--- src/rtl/mips_boot_loader_pkg.sv ---
// Shared definitions for the MIPS boot loader: FSM encodings, error codes,
// stream framing constants and a length-validity helper.
package mips_boot_loader_pkg;

  typedef enum logic [2:0] {
    ST_LEN_HI = 3'd0,
    ST_LEN_LO = 3'd1,
    ST_DATA   = 3'd2,
    ST_SUM    = 3'd3,
    ST_DONE   = 3'd4,
    ST_ERROR  = 3'd5
  } state_t;

  typedef enum logic [1:0] {
    ERR_NONE = 2'b00,
    ERR_LEN  = 2'b01,
    ERR_SUM  = 2'b10
  } err_t;

  localparam int LEN_BYTES  = 2;
  localparam int WORD_BYTES = 4;

  // A word count is loadable when it is non-zero and fits the memory.
  function automatic logic len_ok(input logic [15:0] n, input int addr_w);
    return (n != 16'd0) && (32'(n) <= (32'd1 << addr_w));
  endfunction

endpackage

--- src/rtl/mips_boot_loader_if.sv ---
// Byte-stream input handshake plus instruction-memory write port.
// slave = loader side, master = stream source / memory side.
interface mips_boot_loader_if #(
  parameter int ADDR_W = 10
);
  logic [7:0]        byte_data;
  logic              byte_valid;
  logic              byte_ready;
  logic              imem_wr_en;
  logic [ADDR_W-1:0] imem_addr;
  logic [31:0]       imem_wdata;

  modport slave (
    input  byte_data, byte_valid,
    output byte_ready, imem_wr_en, imem_addr, imem_wdata
  );

  modport master (
    output byte_data, byte_valid,
    input  byte_ready, imem_wr_en, imem_addr, imem_wdata
  );
endinterface

--- src/rtl/mips_boot_loader_word_assembler.sv ---
// Big-endian word assembler: shifts stream bytes into a 32-bit register and
// raises a one-cycle word_done on the cycle after the 4th byte, when word
// already holds the completed value.
module loader_word_assembler
  import mips_boot_loader_pkg::*;
(
  input  logic        clk,
  input  logic        rst,
  input  logic        clear,
  input  logic        shift_en,
  input  logic [7:0]  byte_in,
  output logic [1:0]  byte_idx,
  output logic [31:0] word,
  output logic        word_done
);

  localparam logic [1:0] LAST_IDX = 2'(WORD_BYTES - 1);

  // Shift bytes in MSB first; index wraps every WORD_BYTES transfers.
  always_ff @(posedge clk or negedge rst) begin
    if (!rst) begin
      word      <= '0;
      byte_idx  <= '0;
      word_done <= 1'b0;
    end else begin
      word_done <= shift_en && (byte_idx == LAST_IDX);
      if (clear) begin
        byte_idx <= '0;
      end else if (shift_en) begin
        word     <= {word[23:0], byte_in};
        byte_idx <= byte_idx + 2'd1;
      end
    end
  end

endmodule

--- src/rtl/mips_boot_loader.sv ---
// Boot loader: receives LEN / DATA / SUM byte stream, writes words into the
// MIPS instruction memory and releases the core only after the checksum
// matches.
module mips_boot_loader
  import mips_boot_loader_pkg::*;
#(
  parameter int ADDR_W = 10
) (
  input  logic                     clk,
  input  logic                     rst,
  mips_boot_loader_if.slave        bus,
  input  logic                     load_req,
  output logic                     core_rst,
  output logic                     done,
  output logic [1:0]               err_code
);

  state_t            state;
  logic              ready_q;
  logic [7:0]        len_hi;
  logic [15:0]       len;
  logic [ADDR_W-1:0] word_idx;
  logic [ADDR_W-1:0] addr_q;
  logic [7:0]        csum;

  logic              xfer;
  logic [15:0]       len_n;
  logic              asm_clear;
  logic              asm_shift;
  logic [1:0]        byte_idx;
  logic [31:0]       asm_word;
  logic              word_done;
  logic              last_byte;
  logic              last_word;

  assign xfer      = bus.byte_valid && ready_q;
  assign len_n     = {len_hi, bus.byte_data};
  assign asm_clear = (state == ST_LEN_LO) && xfer;
  assign asm_shift = (state == ST_DATA) && xfer;
  assign last_byte = asm_shift && (byte_idx == 2'(WORD_BYTES - 1));
  // Compared at 32 bits so N = 2^ADDR_W needs no extra index bit.
  assign last_word = (32'(word_idx) == (32'(len) - 32'd1));

  assign bus.byte_ready = ready_q;
  assign bus.imem_wr_en = word_done;
  assign bus.imem_addr  = addr_q;
  assign bus.imem_wdata = asm_word;

  loader_word_assembler u_asm (
    .clk      (clk),
    .rst      (rst),
    .clear    (asm_clear),
    .shift_en (asm_shift),
    .byte_in  (bus.byte_data),
    .byte_idx (byte_idx),
    .word     (asm_word),
    .word_done(word_done)
  );

  // Load sequencer: framing, word counter, running XOR and core hand-off.
  always_ff @(posedge clk or negedge rst) begin
    if (!rst) begin
      state    <= ST_LEN_HI;
      ready_q  <= 1'b0;
      len_hi   <= '0;
      len      <= '0;
      word_idx <= '0;
      addr_q   <= '0;
      csum     <= '0;
      core_rst <= 1'b1;
      done     <= 1'b0;
      err_code <= ERR_NONE;
    end else begin
      case (state)
        ST_LEN_HI: begin
          ready_q <= 1'b1;
          if (xfer) begin
            len_hi <= bus.byte_data;
            csum   <= csum ^ bus.byte_data;
            state  <= ST_LEN_LO;
          end
        end
        ST_LEN_LO: begin
          if (xfer) begin
            csum <= csum ^ bus.byte_data;
            if (len_ok(len_n, ADDR_W)) begin
              len      <= len_n;
              word_idx <= '0;
              state    <= ST_DATA;
            end else begin
              // Rest of the stream is left unconsumed.
              ready_q  <= 1'b0;
              err_code <= ERR_LEN;
              state    <= ST_ERROR;
            end
          end
        end
        ST_DATA: begin
          if (xfer) begin
            csum <= csum ^ bus.byte_data;
          end
          if (last_byte) begin
            addr_q <= word_idx;
            // Hold the index on the final word so it never wraps.
            if (last_word) begin
              state <= ST_SUM;
            end else begin
              word_idx <= word_idx + 1'b1;
            end
          end
        end
        ST_SUM: begin
          if (xfer) begin
            ready_q <= 1'b0;
            if (bus.byte_data == csum) begin
              done     <= 1'b1;
              core_rst <= 1'b0;
              state    <= ST_DONE;
            end else begin
              err_code <= ERR_SUM;
              state    <= ST_ERROR;
            end
          end
        end
        ST_DONE, ST_ERROR: begin
          if (load_req) begin
            ready_q  <= 1'b1;
            csum     <= '0;
            err_code <= ERR_NONE;
            core_rst <= 1'b1;
            done     <= 1'b0;
            state    <= ST_LEN_HI;
          end
        end
        default: begin
          ready_q  <= 1'b0;
          core_rst <= 1'b1;
          done     <= 1'b0;
          state    <= ST_LEN_HI;
        end
      endcase
    end
  end

endmodule

--- src/flat_wrapper.sv ---
// flat-port wrapper written by rule: the top's interface ports become plain ports
module mips_boot_loader_flat import mips_boot_loader_pkg::*;
#(
  parameter int ADDR_W = 10
)
  (clk, rst, load_req, core_rst, done, err_code, bus_byte_data, bus_byte_valid, bus_byte_ready, bus_imem_wr_en, bus_imem_addr, bus_imem_wdata);
  mips_boot_loader_if #(.ADDR_W(ADDR_W)) bus_i ();
  input  logic clk;
  input  logic rst;
  input  logic load_req;
  output logic core_rst;
  output logic done;
  output logic [1:0] err_code;
  input wire logic [$bits(bus_i.byte_data)-1:0] bus_byte_data;
  input wire logic [$bits(bus_i.byte_valid)-1:0] bus_byte_valid;
  output wire logic [$bits(bus_i.byte_ready)-1:0] bus_byte_ready;
  output wire logic [$bits(bus_i.imem_wr_en)-1:0] bus_imem_wr_en;
  output wire logic [$bits(bus_i.imem_addr)-1:0] bus_imem_addr;
  output wire logic [$bits(bus_i.imem_wdata)-1:0] bus_imem_wdata;
  assign bus_i.byte_data = bus_byte_data;
  assign bus_i.byte_valid = bus_byte_valid;
  assign bus_byte_ready = bus_i.byte_ready;
  assign bus_imem_wr_en = bus_i.imem_wr_en;
  assign bus_imem_addr = bus_i.imem_addr;
  assign bus_imem_wdata = bus_i.imem_wdata;
  mips_boot_loader #(.ADDR_W(ADDR_W)) u_core (.clk(clk), .rst(rst), .bus(bus_i), .load_req(load_req), .core_rst(core_rst), .done(done), .err_code(err_code));
endmodule
--- config.mk ---
export PLATFORM = sky130hd
export DESIGN_NAME = mips_boot_loader_flat
export DESIGN_NICKNAME = d
export VERILOG_FILES = /design/src/rtl/mips_boot_loader_pkg.sv /design/src/rtl/mips_boot_loader_if.sv /design/src/rtl/mips_boot_loader_word_assembler.sv /design/src/rtl/mips_boot_loader.sv /design/src/flat_wrapper.sv
export SDC_FILE = /design/constraint.sdc
export NUM_CORES = 1
export LEC_CHECK = 0
export ABC_AREA = 1
export ABC_CLOCK_PERIOD_IN_PS = 2300
export CAP_MARGIN = 5
export CORE_ASPECT_RATIO = 1.2
export CORE_MARGIN = 2
export CORE_UTILIZATION = 55
export CTS_CLUSTER_SIZE = 40
export DETAILED_ROUTE_END_ITERATION = 6
export HOLD_SLACK_MARGIN = 0.12
export PLACE_DENSITY = 0.82
export SYNTH_ARGS = -nofsm -noshare
export SYNTH_HDL_FRONTEND = slang
export SYNTH_SLANG_ARGS = --single-unit
--- constraint.sdc ---
create_clock -name clk -period 2.3 [get_ports clk]
set_input_delay 0.46 -clock clk [delete_from_list [all_inputs] [get_ports clk]]
set_output_delay 0.46 -clock clk [all_outputs]
set_load 0.05 [all_outputs]
# Word-level counts from Yosys, hierarchy flattened
# Index checks and enable logic that the tools add are counted.
# totals
ff_bits,95
# op_classes
bitwise_logic,4
n_reduce_logical,23
eq_ne,20
addsub,3
magnitude_cmp,1
mux,37
# op_table
op,n
$mux 10,4
$eq 10x32->1,1
$mux 3,7
$pmux 10 s2,1
$sub 16x1->17 const B,1
$le 16x11->1 const B,1
$mux 8,2
$pmux 8 s2,1
$reduce_bool 16->1,1
$pmux 3 s5,1
$mux 2,7
$ne 2x1->1 const B,7
$reduce_and 6->1,2
$add 10x1->10 const B,1
$mux 1,10
$ne 2x2->1 const B,5
$reduce_and 5->1,2
$eq 8x8->1,1
$xor 8x8->8,1
$eq 3x2->1 const B,2
$eq 3x3->1 const B,2
$pmux 1 s3,2
$pmux 2 s3,1
$reduce_and 2->1,3
other kinds (13),22

# Logic depth before layout (Yosys ltp)
# Gate-level depths: netlist (run 1).
# logic_depth
word_depth,5
ltp_mapped,15

# By module
# A second synthesis (run 1) with hierarchy kept.
# unflattened
cells_unflattened,611
area_unflattened_um2,4971.0
# by_module_without_submodules
module,seq_area_each_um2,cells_per_inst,instances,area_per_inst_um2
mips_boot_loader,1502.7,457,1,3450.8
loader_word_assembler,875.8,154,1,1520.2

# Worst setup path before layout (run 1)
# Ideal clock, no wire load.
# synth_timing
kind,reg-to-reg
start,reg u_core.ready_q (netlist: u_core.bus.byte_ready)
end,reg u_core.csum[0]
slack_ns,0.333
stages_incl_launch_ff,7
synth_period_minus_slack_ns,1.967
setup_time_ns,0.128
path_buffers,1
arrival_ns,1.839
path_cell_list,dfrtp_1 nand2_1 inv_1 o21ai_0 a21oi_1 buf_2 mux2_1
# synth_between
elab_chain_cells,3
# synth_lines
element,line,source
start: declaration,mips_boot_loader.sv:19,logic ready_q;
start signal: assignment,mips_boot_loader.sv:64,ready_q <= 1'b0;
start signal: assignment,mips_boot_loader.sv:76,ready_q <= 1'b1;
start signal: assignment,mips_boot_loader.sv:92,ready_q <= 1'b0;
$logic_and 1x1->1,mips_boot_loader.sv:36,assign xfer = bus.byte_valid && ready_q;
$ne 2x1->1 (no source line),n/a,
$reduce_and 3->1 (no source line),n/a,
end signal: assignment,mips_boot_loader.sv:79,csum <= csum ^ bus.byte_data;
end signal: assignment,mips_boot_loader.sv:85,csum <= csum ^ bus.byte_data;
end signal: assignment,mips_boot_loader.sv:100,csum <= csum ^ bus.byte_data;
end: declaration,mips_boot_loader.sv:24,logic [7:0] csum;
# No other way between the ends.
# A chain may end at the register's enable or synchronous reset.

# Worst setup path in the final report (run 1)
# layout_timing
start,reg u_core.core_rst
end,out core_rst
# layout_lines
element,line,source
start: declaration,mips_boot_loader.sv:13,"output logic core_rst,"
start signal: assignment,mips_boot_loader.sv:70,core_rst <= 1'b1;
start signal: assignment,mips_boot_loader.sv:117,core_rst <= 1'b0;
start signal: assignment,mips_boot_loader.sv:130,core_rst <= 1'b1;
end: declaration,flat_wrapper.sv:11,output logic core_rst;
# No word-level cell between the ends.

==> implementation parameters, run 1 <==
Parameter                              Value

Synthesis
  Share of flip-flops with an asynchronous set or reset    1.00
  Total standard cell area after synthesis    between 0.004 and 0.005 mm2
  Synth Register Bits    between 90 and 100
  Adder and majority gate portion of the synthesized area    0.00792
  Synthesized instance count    595
  Yosys warns    0
  Number of synthesized flops with an enable pin    0
  Register area share after synthesis    0.502
  Post-synthesis share of cell area spent on and, or, nand and nor gates    0.287
  Leading register cell type out of synthesis    dfrtp_1
  Synth area leader    dfrtp_1
  Share of Yosys cell area claimed by the top area cell type    0.496
  Mean Syn Cell Area    between 7 and 8 um2
  Xor and xnor area share after synthesis    0.0462
  Mux cell area share after synthesis    0.0116
  Largest cells by area after synthesis    dfrtp_1 50%, nand2_1 15%, o21ai_0 6.9%, inv_1 4.9%, nor2_1 4.0%
  Compound-Gate Fraction of Synth Area    0.0779
  Main combinational cell family by area after synthesis    simple AND/OR/NAND/NOR gates
  Distinct cell type count of the synthesized netlist    33
  Net count after synthesis    approximately 600

Critical path
  Crit-path max FO    2
  Critical-path cell list    clkdlybuf4s50_1
  Crit path buffers/inverters    1
  Maximum single-stage delay on the critical path    around 0.8 ns
  Critical path launch point type    flip-flop
  Start-to-end type of the worst setup path    reg -> out
  Critical Path End Type    output pin
  Required time at the worst-slack endpoint    1.84 ns
  Arr. time, crit path    1.71 ns
  CP max-delay cell    clkdlybuf4s50_1
  Kind of cell with the highest combined delay on the critical path    buffers and inverters

Final layout
  Post-layout nets    ~690
  Area growth from synthesis to final layout    23.0%
  Fill count    between 600 and 700
  Area of all placed cells without fillers    between 0.005 and 0.006 mm2
  Share of post-route cells with drive strength above 1    0.102
  Diode insertion count for antenna repair    0
  Area of all sequential standard cells    0.00238 mm2
  Number of standard cells in the layout, taps in and fillers out    about 790
  Area of combinational cells with multiple inputs    0.00205 mm2

Timing
  Post-route fraction of the period consumed by the critical path    0.942
  Pin slew with the least headroom to its limit    roughly 0.52 ns
  Hold violation total from the final report    0
  Max Clock Freq    roughly 460 MHz
  Final setup fails    0
  Aggregate negative setup slack    0 ns
  Layout Skew    slightly below 0.01 ns
  RSZ-0062 raised after global routing    false
  Final Slew Violations    0
  Relative max-transition margin    0.650
  Shortest clock period the worst path allows after layout    2.17 ns

Global route
  Overflow after GRT    0
  Vias in the first global route    4200
  GRT Overall Usage    0.256
  Maximum number of pins on one net before global-route repair    37
  Antenna violations before repair    0
  Wire length of the first global-routing pass    ~19000 um

Die
  Die height    approximately 110 um
  Die width    slightly below 90 um
  Top-Level Pins    60
  Cell row count    37
  Core area    about 0.0085 mm2
  Starting density of the core    0.560
  Full die area    ~0.0094 mm2

Placement
  Post-DP HPWL    just over 8000 um
  Number of placed instances, taps included    between 700 and 800
  Final weighted congestion of routability-driven global placement    a little over 0.9
  Area after detailed placement    0.00558 mm2
  Port-buffer cells    roughly 60

Power and ir drop
  Leak Pwr    slightly below 3 nW
  Power Dens Cells    1430 mW/mm2
  Peak ir drop on the vdd network    1.19 mV

Detailed routing
  Number of vias per cell after detailed routing    roughly 5.2
  Number of vias after detailed routing    slightly above 4000
  Remaining routing DRC violations    0
  Wirelength, routed    11200 um
  Routed len/inst    14.1 um
  Pre-Repair DR Iteration Count    5
  Number of DRC violations after detailed-routing iteration 0    roughly 310
  Number of routed nets with antenna violations    0

Run
  Count of max-cap constraint violations    0

Clock tree
  Clock-pin slew of the registers on the worst-case setup and hold paths    around 0.1 ns
  Number of buffers inserted during clock tree synthesis    9
  Number of H-tree levels    3
  Maximum clock insertion buffer count    2
  CTS Root Cell    clkbuf_8
  Clk sink count    95
  Clock latency reported for the late side of the worst-skew pair    about 0.37 ns
  Clock tree from TritonCTS    yes

Hold path
  Class of the most critical hold timing path    reg -> reg

Status
  Result of the run    complete, no violations
[report_power, final]
group / internal, mW / switching (mW) / total, mW
Combinational: 1.52 / 3.00 / 4.53
Clock: 0.430 / 0.673 / 1.10
Sequential: 2.21 / 0.489 / 2.70
[per-stage QoR]
step	util	hold WS [ns]	setup WS, ns	total power [mW]
3_3_place_gp	0.659	0.436	0.0915	6.94
5_1_grt	0.689	0.519	0.0118	8.90
6_report	0.689	0.488	0.132	8.33
2_1_floorplan	-	0.164	0.333	5.78
3_5_place_dp	0.659	0.446	-0.00462	7.11
4_1_cts	0.684	0.496	0.0811	8.25
[cell usage after synthesis (6+ instances only)]
library cell / n
nor2_1: 50
nor3_1: 6
xnor2_1: 11
dfrtp_1: 94
nand2_1: 192
nand3_1: 28
clkbuf_1: 11
o21ai_0: 65
xor2_1: 14
nand4_1: 14
nor2_2: 6
inv_1: 62
[sequential cells by signal, indices dropped and copies added (netlist names)]
name	flops
u_core.u_asm.word_done	1
u_core.u_asm.byte_idx	2
u_core.bus.byte_ready	1
u_core.csum	8
u_core.core_rst	1
u_core.word_idx	10
u_core.bus.imem_addr	10
u_core.u_asm.word	32
u_core.len	16
u_core.err_code	2
u_core.done	1
u_core.state	3
u_core.len_hi	8
[tightest hold or removal path, delay by kind of cell (launching register included)]
| kind | cells | cell delay, ns |
|---|---|---|
| DFF | 1 | 0.36 |
| and+or+nand+nor | 2 | 0.10 |
[per-layer routing]
metal / wire length, um / global-route usage / up-vias / part of all wire
li1: - / - / 2027 / -
met5: 0 / 0 / - / 0
met4: 252 / 0.106 / 0 / 0.023
met1: 4480 / 0.311 / 1988 / 0.40
met2: 5980 / 0.442 / 116 / 0.54
met3: 467 / 0.0423 / 23 / 0.042
[final cells by class]
| cell class | count | area share |
|---|---|---|
| Sequential cell | 95 | 0.408 |
| Clock buffer | 9 | 0.0212 |
| Inverter | 66 | 0.0425 |
| Timing Repair Buffer | 82 | 0.137 |
| Multi-Input combinational cell | 418 | 0.352 |
| Clock inverter | 7 | 0.0137 |
| Tap cell | 117 | 0.0251 |
[timing repair]
item,CTS,global route
resized for setup,0,4
hold endpoints to repair,32,0
hold buffers,1,0
setup buffers,0,3
setup endpoints to repair,0,12
[cells by family after synthesis]
group / count (synthesis)
AND/OR/NAND/NOR: 313
flip-flops: 95
buffers and inverters: 82
AO/OA/AOI/OAI: 72
XOR/XNOR: 25
multiplexers: 5
adder cells (fa/ha/maj): 3
[worst paths after layout]
kind / startpoint / to / slack [ns] / cells after the start
hold reg to reg: u_core.bus.imem_addr[4]$_DFFE_PN0P_ / u_core.bus.imem_addr[4]$_DFFE_PN0P_ / 0.49 / 2
setup / recovery: u_core.core_rst$_DFFE_PN1P_ / core_rst / 0.13 / 1
min in group asynchronous: rst / u_core.u_asm.word[11]$_DFFE_PN0P_ / 0.59 / 2
setup reg to reg: u_core.len[0]$_DFFE_PN0P_ / u_core.word_idx[1]$_DFFE_PN0P_ / 0.19 / 14
hold / removal: u_core.bus.imem_addr[4]$_DFFE_PN0P_ / u_core.bus.imem_addr[4]$_DFFE_PN0P_ / 0.49 / 2
max in group asynchronous: rst / u_core.core_rst$_DFFE_PN1P_ / 1.09 / 3
[cell usage in the layout, fill, tap and decap left out, types with 5 or more instances in the layout]
cell type        Yosys  routed
nand2_1            192     192
nor2_2               6       5
xnor2_1             11      11
nor2_1              50      50
dfrtp_1             94      93
inv_1               62      62
nand3_1             28      28
clkbuf_8             0       9
nor2_4               4       5
buf_4                1      20
xor2_1              14      14
nand4_1             14      14
o21ai_0             65      65
nor3_1               6       6
clkdlybuf4s50_1      0      58
No activity file was read; power rests on OpenSTA's default activity.
==> inputs of run 2 (changes only) <==
- CORE_MARGIN: 2 -> 4
- TNS_END_PERCENT: not set -> 100
==> run 2 against run 1 <==
  * Combinational power down 2%
  * Sequential share of layout area increased by 0.38 points
  * Setup slack improved by 0.0091 ns
  * First-iteration DRC count down 13%
  * Clock power hardly changed
  * Utilization grew 1.2 points
  * Global-route usage decreased by 2.5 points
  * Power is 1.4% lower
  * Largest power group unchanged
  * Die area up 8.5%
==> implementation parameters, run 2 (synthesized netlist as in run 1, its figures left out) <==
Parameter                              Value

Power and ir drop
  Net Sw Power    4.03 mW (was 4.16 mW)
  Register share of total power    0.328 (was 0.324)
  Logic pwr share    0.542 (was 0.543)
  Internal Pwr Total    4.19 mW (was 4.17 mW)
  Clock Power Share    0.130 (was 0.132)
  Leak Pwr    2.87 nW (was 2.90 nW)
  Fraction of power spent switching nets    0.490 (was 0.500)
  Power Dens Cells    1420 mW/mm2 (was 1430 mW/mm2)
  Peak ir drop on the vdd network    1.25 mV (was 1.19 mV)

Critical path
  Start-to-end type of the worst setup path    reg -> reg (was reg -> out)
  Crit-path max FO    10 (was 2)
  Required time at the worst-slack endpoint    2.56 ns (was 1.84 ns)
  Critical Path End Type    flip-flop (was output pin)
  Critical path launch point type    flip-flop (unchanged)
  Arr. time, crit path    2.42 ns (was 1.71 ns)

Clock tree
  Clock tree from TritonCTS    yes (unchanged)
  Post-CTS Setup Inserts    0 (unchanged)
  Clock latency reported for the late side of the worst-skew pair    0.37 ns (about the same)
  Number of buffers inserted during clock tree synthesis    9 (unchanged)
  Maximum clock insertion buffer count    2 (unchanged)
  Clk sink count    95 (unchanged)
  Clock-pin slew of the registers on the worst-case setup and hold paths    0.09 ns (was 0.10 ns)
  CTS Root Cell    clkbuf_8 (unchanged)
  Number of H-tree levels    3 (unchanged)

Detailed routing
  Routed len/inst    13.8 um (was 14.1 um)
  Number of DRC violations after detailed-routing iteration 0    268 (was 308)
  Number of vias after detailed routing    4114 (was 4154)
  Number of vias per cell after detailed routing    5.22 (was 5.23)
  Wirelength, routed    10900 um (was 11200 um)
  Number of routed nets with antenna violations    0 (unchanged)
  Pre-Repair DR Iteration Count    5 (unchanged)
  Remaining routing DRC violations    0 (unchanged)

Run
  Count of max-cap constraint violations    0 (unchanged)

Timing
  Final Slew Violations    0 (unchanged)
  Final setup fails    0 (unchanged)
  Post-route fraction of the period consumed by the critical path    0.938 (was 0.942)
  Shortest clock period the worst path allows after layout    2.16 ns (was 2.17 ns)
  Hold violation total from the final report    0 (unchanged)
  Max Clock Freq    463 MHz (was 461 MHz)
  Layout Skew    0.0158 ns (was 0.00978 ns)
  Relative max-transition margin    0.641 (was 0.650)
  Pin slew with the least headroom to its limit    0.536 ns (was 0.523 ns)

Die
  Starting density of the core    0.575 (was 0.560)
  Die width    92.8 um (was 88.8 um)
  Full die area    0.0102 mm2 (was 0.00938 mm2)
  Top-Level Pins    60 (unchanged)
  Core area    0.00824 mm2 (was 0.00847 mm2)
  Cell row count    36 (was 37)
  Die height    110 um (was 106 um)

Final layout
  Layout Utilization    0.701 (was 0.689)
  Flip-flop count of the largest register, all copies and words added    32 (unchanged)
  Share of post-route cells with drive strength above 1    0.0964 (was 0.102)
  Area growth from synthesis to final layout    21.9% (was 23.0%)
  Post-layout nets    684 (was 687)
  Largest register by flop count    u_core.u_asm.word (unchanged)
  Fill count    675 (was 668)
  Largest registers ranked by flip-flop count    u_core.u_asm.word: 32 flops, u_core.len: 16 flops (unchanged)
  Highest-count cells in the layout ignoring fill and taps    192 x nand2_1, 94 x dfrtp_1, 65 x o21ai_0 (was 192 x nand2_1, 93 x dfrtp_1, 65 x o21ai_0)
  Most common cell after layout, fill and taps aside    nand2_1 (unchanged)
  Diode insertion count for antenna repair    0 (unchanged)
  Area of all placed cells without fillers    0.00578 mm2 (was 0.00583 mm2)

Status
  Result of the run    complete, no violations (unchanged)

Placement
  Port-buffer cells    59 (unchanged)
  Area after detailed placement    0.00557 mm2 (was 0.00558 mm2)
  Post-DP HPWL    8010 um (was 8160 um)
  Final weighted congestion of routability-driven global placement    0.930 (was 0.921)

Global route
  Wire length of the first global-routing pass    18600 um (was 18900 um)
  Maximum number of pins on one net before global-route repair    76 (was 37)
  Antenna violations before repair    0 (unchanged)
  Vias in the first global route    4019 (was 4200)
  GRT Overall Usage    0.231 (was 0.256)
  Overflow after GRT    0 (unchanged)

Hold path
  Class of the most critical hold timing path    reg -> reg (unchanged)
==> run 2: cell types whose count changed in the layout (fill, tap and decap cells not counted), sizes merged <==
cell,delta
clkinv,-3
buf,-3
clkbuf,+2
clkinvlp,+1
==> run 2: path summary, 6_finish.rpt <==
check                                                  start                                   to  slack (ns)  depth (start not counted)
setup / recovery                   u_core.len[0]$_DFFE_PN0P_       u_core.word_idx[8]$_DFFE_PN0P_        0.14                         11
hold / removal             u_core.u_asm.word[31]$_DFFE_PN0P_    u_core.u_asm.word[31]$_DFFE_PN0P_        0.48                          2
setup reg to reg                   u_core.len[0]$_DFFE_PN0P_       u_core.word_idx[8]$_DFFE_PN0P_        0.14                         11
hold reg to reg            u_core.u_asm.word[31]$_DFFE_PN0P_    u_core.u_asm.word[31]$_DFFE_PN0P_        0.48                          2
max in group asynchronous                                rst          u_core.core_rst$_DFFE_PN1P_        1.07                          3
min in group asynchronous                                rst  u_core.bus.imem_addr[4]$_DFFE_PN0P_        0.51                          2
==> run 2: critical path, stage by stage (launching register included) <==
cell	delay, ns
dfrtp_1	0.44
inv_2	0.09
ha_2	0.23
nand2_2	0.13
nor2_2	0.18
xor2_1	0.17
nand3_1	0.10
nor3_2	0.22
nand3_2	0.15
buf_4	0.21
nand4_1	0.07
nand2_1	0.06
==> run 2: power groups by stage <==
stage	Clock [mW]	Sequential (mW)	Combinational [mW]
2_1_floorplan	0	3.54	2.24
4_1_cts	1.08	2.69	4.43
3_3_place_gp	0	2.69	4.27
5_1_grt	1.16	2.77	4.89
3_5_place_dp	0	2.72	4.41
6_report	1.07	2.70	4.45
==> run 2: layer usage <==
metal  up-vias  wire [um]  track usage
met5         -          0            0
met4         0        192       0.0859
met3        16        474       0.0438
met2       111       5730        0.407
met1      1964       4490        0.283
li1       2023          -            -
==> run 2: final cells by class <==
| class | count | area (um2) | area share |
|---|---|---|---|
| repair buffers | 79 | 766 | 0.133 |
| flip-flops and latches | 95 | 2380 | 0.412 |
| inverters | 66 | 248 | 0.0429 |
| well taps | 114 | 143 | 0.0247 |
| clock inverters | 5 | 40.0 | 0.00693 |
| multi-input cells | 418 | 2050 | 0.355 |
| clock buffers | 11 | 151 | 0.0262 |
==> run 2: repair_timing <==
item,CTS,global route
endpoints found under the setup margin,0,9
hold buffers,1,0
hold endpoints to repair,20,0
gates resized for setup,0,2
==> run 2: per-stage QoR <==
step	setup slack [ns]	total power, mW	hold slack [ns]	cells	setup TNS, ns
global route	-0.0128	8.82	0.511	788	-0.0392
CTS	0.125	8.20	0.489	788	0
floorplan	0.333	5.78	0.164	595	0
detailed placement	0.0492	7.13	0.363	771	0
finish	0.142	8.22	0.484	788	0
global placement	0.110	6.96	0.359	771	0
==> inputs of run 3 (changes only) <==
- MAX_ROUTING_LAYER: not set -> met4
- PLACE_DENSITY: 0.82 -> 0.85
==> run 3 against run 2 <==
  * Critical path type is now reg -> out
  * Power is 1.7% higher
  * Fmax is 0.60% lower
  * Flip-flop and latch count stayed put
  * Routed wire length is 3.0% higher
  * Cell count is 0.38% higher
  * Critical path depth is 10 lower
  * Clock power is 4% higher
  * First-iteration DRC count is 9.3% lower
  * Utilization is 0.73 points higher
  * Clock-buffer cell count is 2 lower
  * Global-route usage is 1.9 points higher
  * Critical endpoint is now core_rst
  * Setup slack worse by 0.013 ns
  * Largest cell class unchanged
==> implementation parameters, run 3 (synthesized netlist as in run 1, its figures left out) <==
Parameter                              Value

Timing
  RSZ-0062 raised after global routing    false
  Final Slew Violations    0 (unchanged)
  Shortest clock period the worst path allows after layout    2.17 ns (was 2.16 ns)
  Final setup fails    0 (unchanged)
  Layout Skew    0.0139 ns (was 0.0158 ns)
  Aggregate negative setup slack    0 ns (unchanged)
  Relative max-transition margin    0.640 (was 0.641)
  Max Clock Freq    461 MHz (was 463 MHz)
  Post-route fraction of the period consumed by the critical path    0.944 (was 0.938)
  Pin slew with the least headroom to its limit    0.539 ns (was 0.536 ns)
  Hold violation total from the final report    0 (unchanged)

Final layout
  Fill count    615 (was 675)
  Largest registers ranked by flip-flop count    u_core.u_asm.word: 32 flops, u_core.len: 16 flops (unchanged)
  Area growth from synthesis to final layout    23.1% (was 21.9%)
  Flip-flop count of the largest register, all copies and words added    32 (unchanged)
  Highest-count cells in the layout ignoring fill and taps    192 x nand2_1, 94 x dfrtp_1, 65 x o21ai_0 (unchanged)
  Number of standard cells in the layout, taps in and fillers out    791 (was 788)
  Diode insertion count for antenna repair    0 (unchanged)
  Area of all placed cells without fillers    0.00584 mm2 (was 0.00578 mm2)
  Largest register by flop count    u_core.u_asm.word (unchanged)
  Post-layout nets    687 (was 684)
  Share of post-route cells with drive strength above 1    0.100 (was 0.0964)
  Most common cell after layout, fill and taps aside    nand2_1 (unchanged)

Global route
  Overflow after GRT    0 (unchanged)
  Antenna violations before repair    0 (unchanged)
  Vias in the first global route    4184 (was 4019)
  Wire length of the first global-routing pass    19600 um (was 18600 um)
  Maximum number of pins on one net before global-route repair    42 (was 76)
  GRT Overall Usage    0.250 (was 0.231)

Detailed routing
  Pre-Repair DR Iteration Count    5 (unchanged)
  Routed len/inst    14.2 um (was 13.8 um)
  Number of routed nets with antenna violations    0 (unchanged)
  Number of DRC violations after detailed-routing iteration 0    243 (was 268)
  Number of vias per cell after detailed routing    5.31 (was 5.22)
  Number of vias after detailed routing    4203 (was 4114)
  Remaining routing DRC violations    0 (unchanged)
  Wirelength, routed    11200 um (was 10900 um)

Status
  Result of the run    complete, no violations (unchanged)

Die
  Core area    0.00824 mm2 (unchanged)
  Top-Level Pins    60 (unchanged)
  Starting density of the core    0.575 (unchanged)
  Cell row count    36 (unchanged)
  Full die area    0.0102 mm2 (unchanged)
  Die height    110 um (unchanged)
  Die width    92.8 um (unchanged)

Placement
  Post-DP HPWL    8170 um (was 8010 um)
  Port-buffer cells    59 (unchanged)
  Number of placed instances, taps included    774 (was 771)
  Area after detailed placement    0.00559 mm2 (was 0.00557 mm2)
  Final weighted congestion of routability-driven global placement    0.964 (was 0.930)

Critical path
  Maximum single-stage delay on the critical path    0.80 ns (was 0.44 ns)
  Capturing instance or port of the critical path    core_rst (was u_core.word_idx[8]$_DFFE_PN0P_)
  Critical path launch point type    flip-flop (unchanged)
  Number of stages on the worst setup path    1 (was 11)
  CP max-delay cell    clkdlybuf4s50_1 (was dfrtp_1)
  Crit-path max FO    2 (was 10)
  Reg-to-reg critical path startpoint    u_core.len[1]$_DFFE_PN0P_ (was u_core.len[0]$_DFFE_PN0P_)
  Critical Path End Type    output pin (was flip-flop)
  Critical R2R Capture    u_core.word_idx[6]$_DFFE_PN0P_ (was u_core.word_idx[8]$_DFFE_PN0P_)
  Worst setup slack for register-to-register paths    0.18 ns (was 0.14 ns)
  Arr. time, crit path    1.71 ns (was 2.42 ns)
  Crit path buffers/inverters    1 (was 2)
  Kind of cell with the highest combined delay on the critical path    buffers and inverters (was simple AND/OR/NAND/NOR gates)
  Required time at the worst-slack endpoint    1.84 ns (was 2.56 ns)
  Critical-path cell list    clkdlybuf4s50_1 (was inv_2 > ha_2 > nand2_2 > nor2_2 > xor2_1 > nand3_1 > nor3_2 > nand3_2 > buf_4 > nand4_1 > nand2_1)
  Worst setup path start    u_core.core_rst$_DFFE_PN1P_ (was u_core.len[0]$_DFFE_PN0P_)
  Count of cells along the worst register-to-register path    11 (unchanged)
  Start-to-end type of the worst setup path    reg -> out (was reg -> reg)

Power and ir drop
  Leak Pwr    2.90 nW (was 2.87 nW)
  Power Dens Cells    1430 mW/mm2 (was 1420 mW/mm2)
  Register share of total power    0.320 (was 0.328)
  Internal Pwr Total    4.17 mW (was 4.19 mW)
  Net Sw Power    4.18 mW (was 4.03 mW)
  Tot Pwr    8.36 mW (was 8.22 mW)
  Logic pwr share    0.546 (was 0.542)
  Fraction of power spent switching nets    0.501 (was 0.490)
  Clock Power Share    0.133 (was 0.130)
  Peak ir drop on the vdd network    1.22 mV (was 1.25 mV)

Run
  Count of max-cap constraint violations    0 (unchanged)

Hold path
  Class of the most critical hold timing path    reg -> reg (unchanged)
  Startpoint of the lowest-slack hold path    u_core.bus.imem_addr[4]$_DFFE_PN0P_ (was u_core.u_asm.word[31]$_DFFE_PN0P_)

Clock tree
  Maximum clock insertion buffer count    2 (unchanged)
  Clock latency reported for the late side of the worst-skew pair    0.37 ns (about the same)
  Clock tree from TritonCTS    yes (unchanged)
  Number of buffers inserted during clock tree synthesis    9 (unchanged)
  Clock-pin slew of the registers on the worst-case setup and hold paths    0.11 ns (was 0.09 ns)
  Post-CTS Setup Inserts    0 (unchanged)
  Number of H-tree levels    3 (unchanged)
  Clk sink count    95 (unchanged)
  CTS Root Cell    clkbuf_8 (unchanged)
==> run 3: cell types whose count changed in the layout (fill, tap and decap cells not counted), sizes merged <==
cell	change
buf	+3
clkbuf	-2
clkinv	+4
clkinvlp	-2
==> run 3: cell type report <==
cell class	count	area (um2)	area share
clock buffer	9	124	0.0212
clock inverter	7	86.3	0.0148
inverter	66	248	0.0424
sequential	95	2380	0.408
tap	114	143	0.0244
multi-input combinational	418	2070	0.355
timing repair buffer	82	788	0.135
==> run 3: how the worst min path moves through the flow <==
stage	endpoint	slack, ns	depth (start not counted)
3_3_place_gp	u_core.bus.imem_addr[4]$_DFFE_PN0P_	0.46	1
5_1_grt	u_core.bus.imem_addr[7]$_DFFE_PN0P_	0.51	2
3_5_place_dp	u_core.bus.imem_addr[4]$_DFFE_PN0P_	0.46	1
2_1_floorplan	u_core.bus.byte_ready$_DFFE_PN0P_	0.16	0
6_report	u_core.bus.imem_addr[4]$_DFFE_PN0P_	0.49	2
4_1_cts	u_core.bus.imem_addr[4]$_DFFE_PN0P_	0.49	2
==> run 3: through the flow <==
stage | utilization | worst slack, ns | hold WS (ns)
4_1_cts | 0.705 | 0.0269 | 0.492
5_1_grt | 0.708 | 0.0158 | 0.507
2_1_floorplan | - | 0.333 | 0.164
3_3_place_gp | 0.678 | 0.0672 | 0.457
3_5_place_dp | 0.678 | -0.0881 | 0.461
6_report | 0.708 | 0.129 | 0.487
==> run 3: what timing repair did <==
item,4_1_cts,5_1_grt
setup endpoints to repair,0,13
resized for setup,0,5
hold buffers,1,0
hold endpoints to repair,34,0
==> run 3: layer usage <==
layer | track usage | vias up | wire length (um)
li1 | - | 2035 | -
met1 | 0.299 | 1988 | 4460
met2 | 0.418 | 143 | 5850
met3 | 0.0349 | 37 | 551
met4 | 0.129 | 0 | 353
met5 | - | - | 0
==> run 3: power groups by stage <==
| stage | clock [mW] | sequential [mW] | combinational (mW) |
|---|---|---|---|
| global placement | 0 | 2.68 | 4.27 |
| detailed placement | 0 | 2.69 | 4.43 |
| finish | 1.11 | 2.68 | 4.57 |
| global route | 1.22 | 2.74 | 5.06 |
| CTS | 1.13 | 2.67 | 4.48 |
| floorplan | 0 | 3.54 | 2.24 |
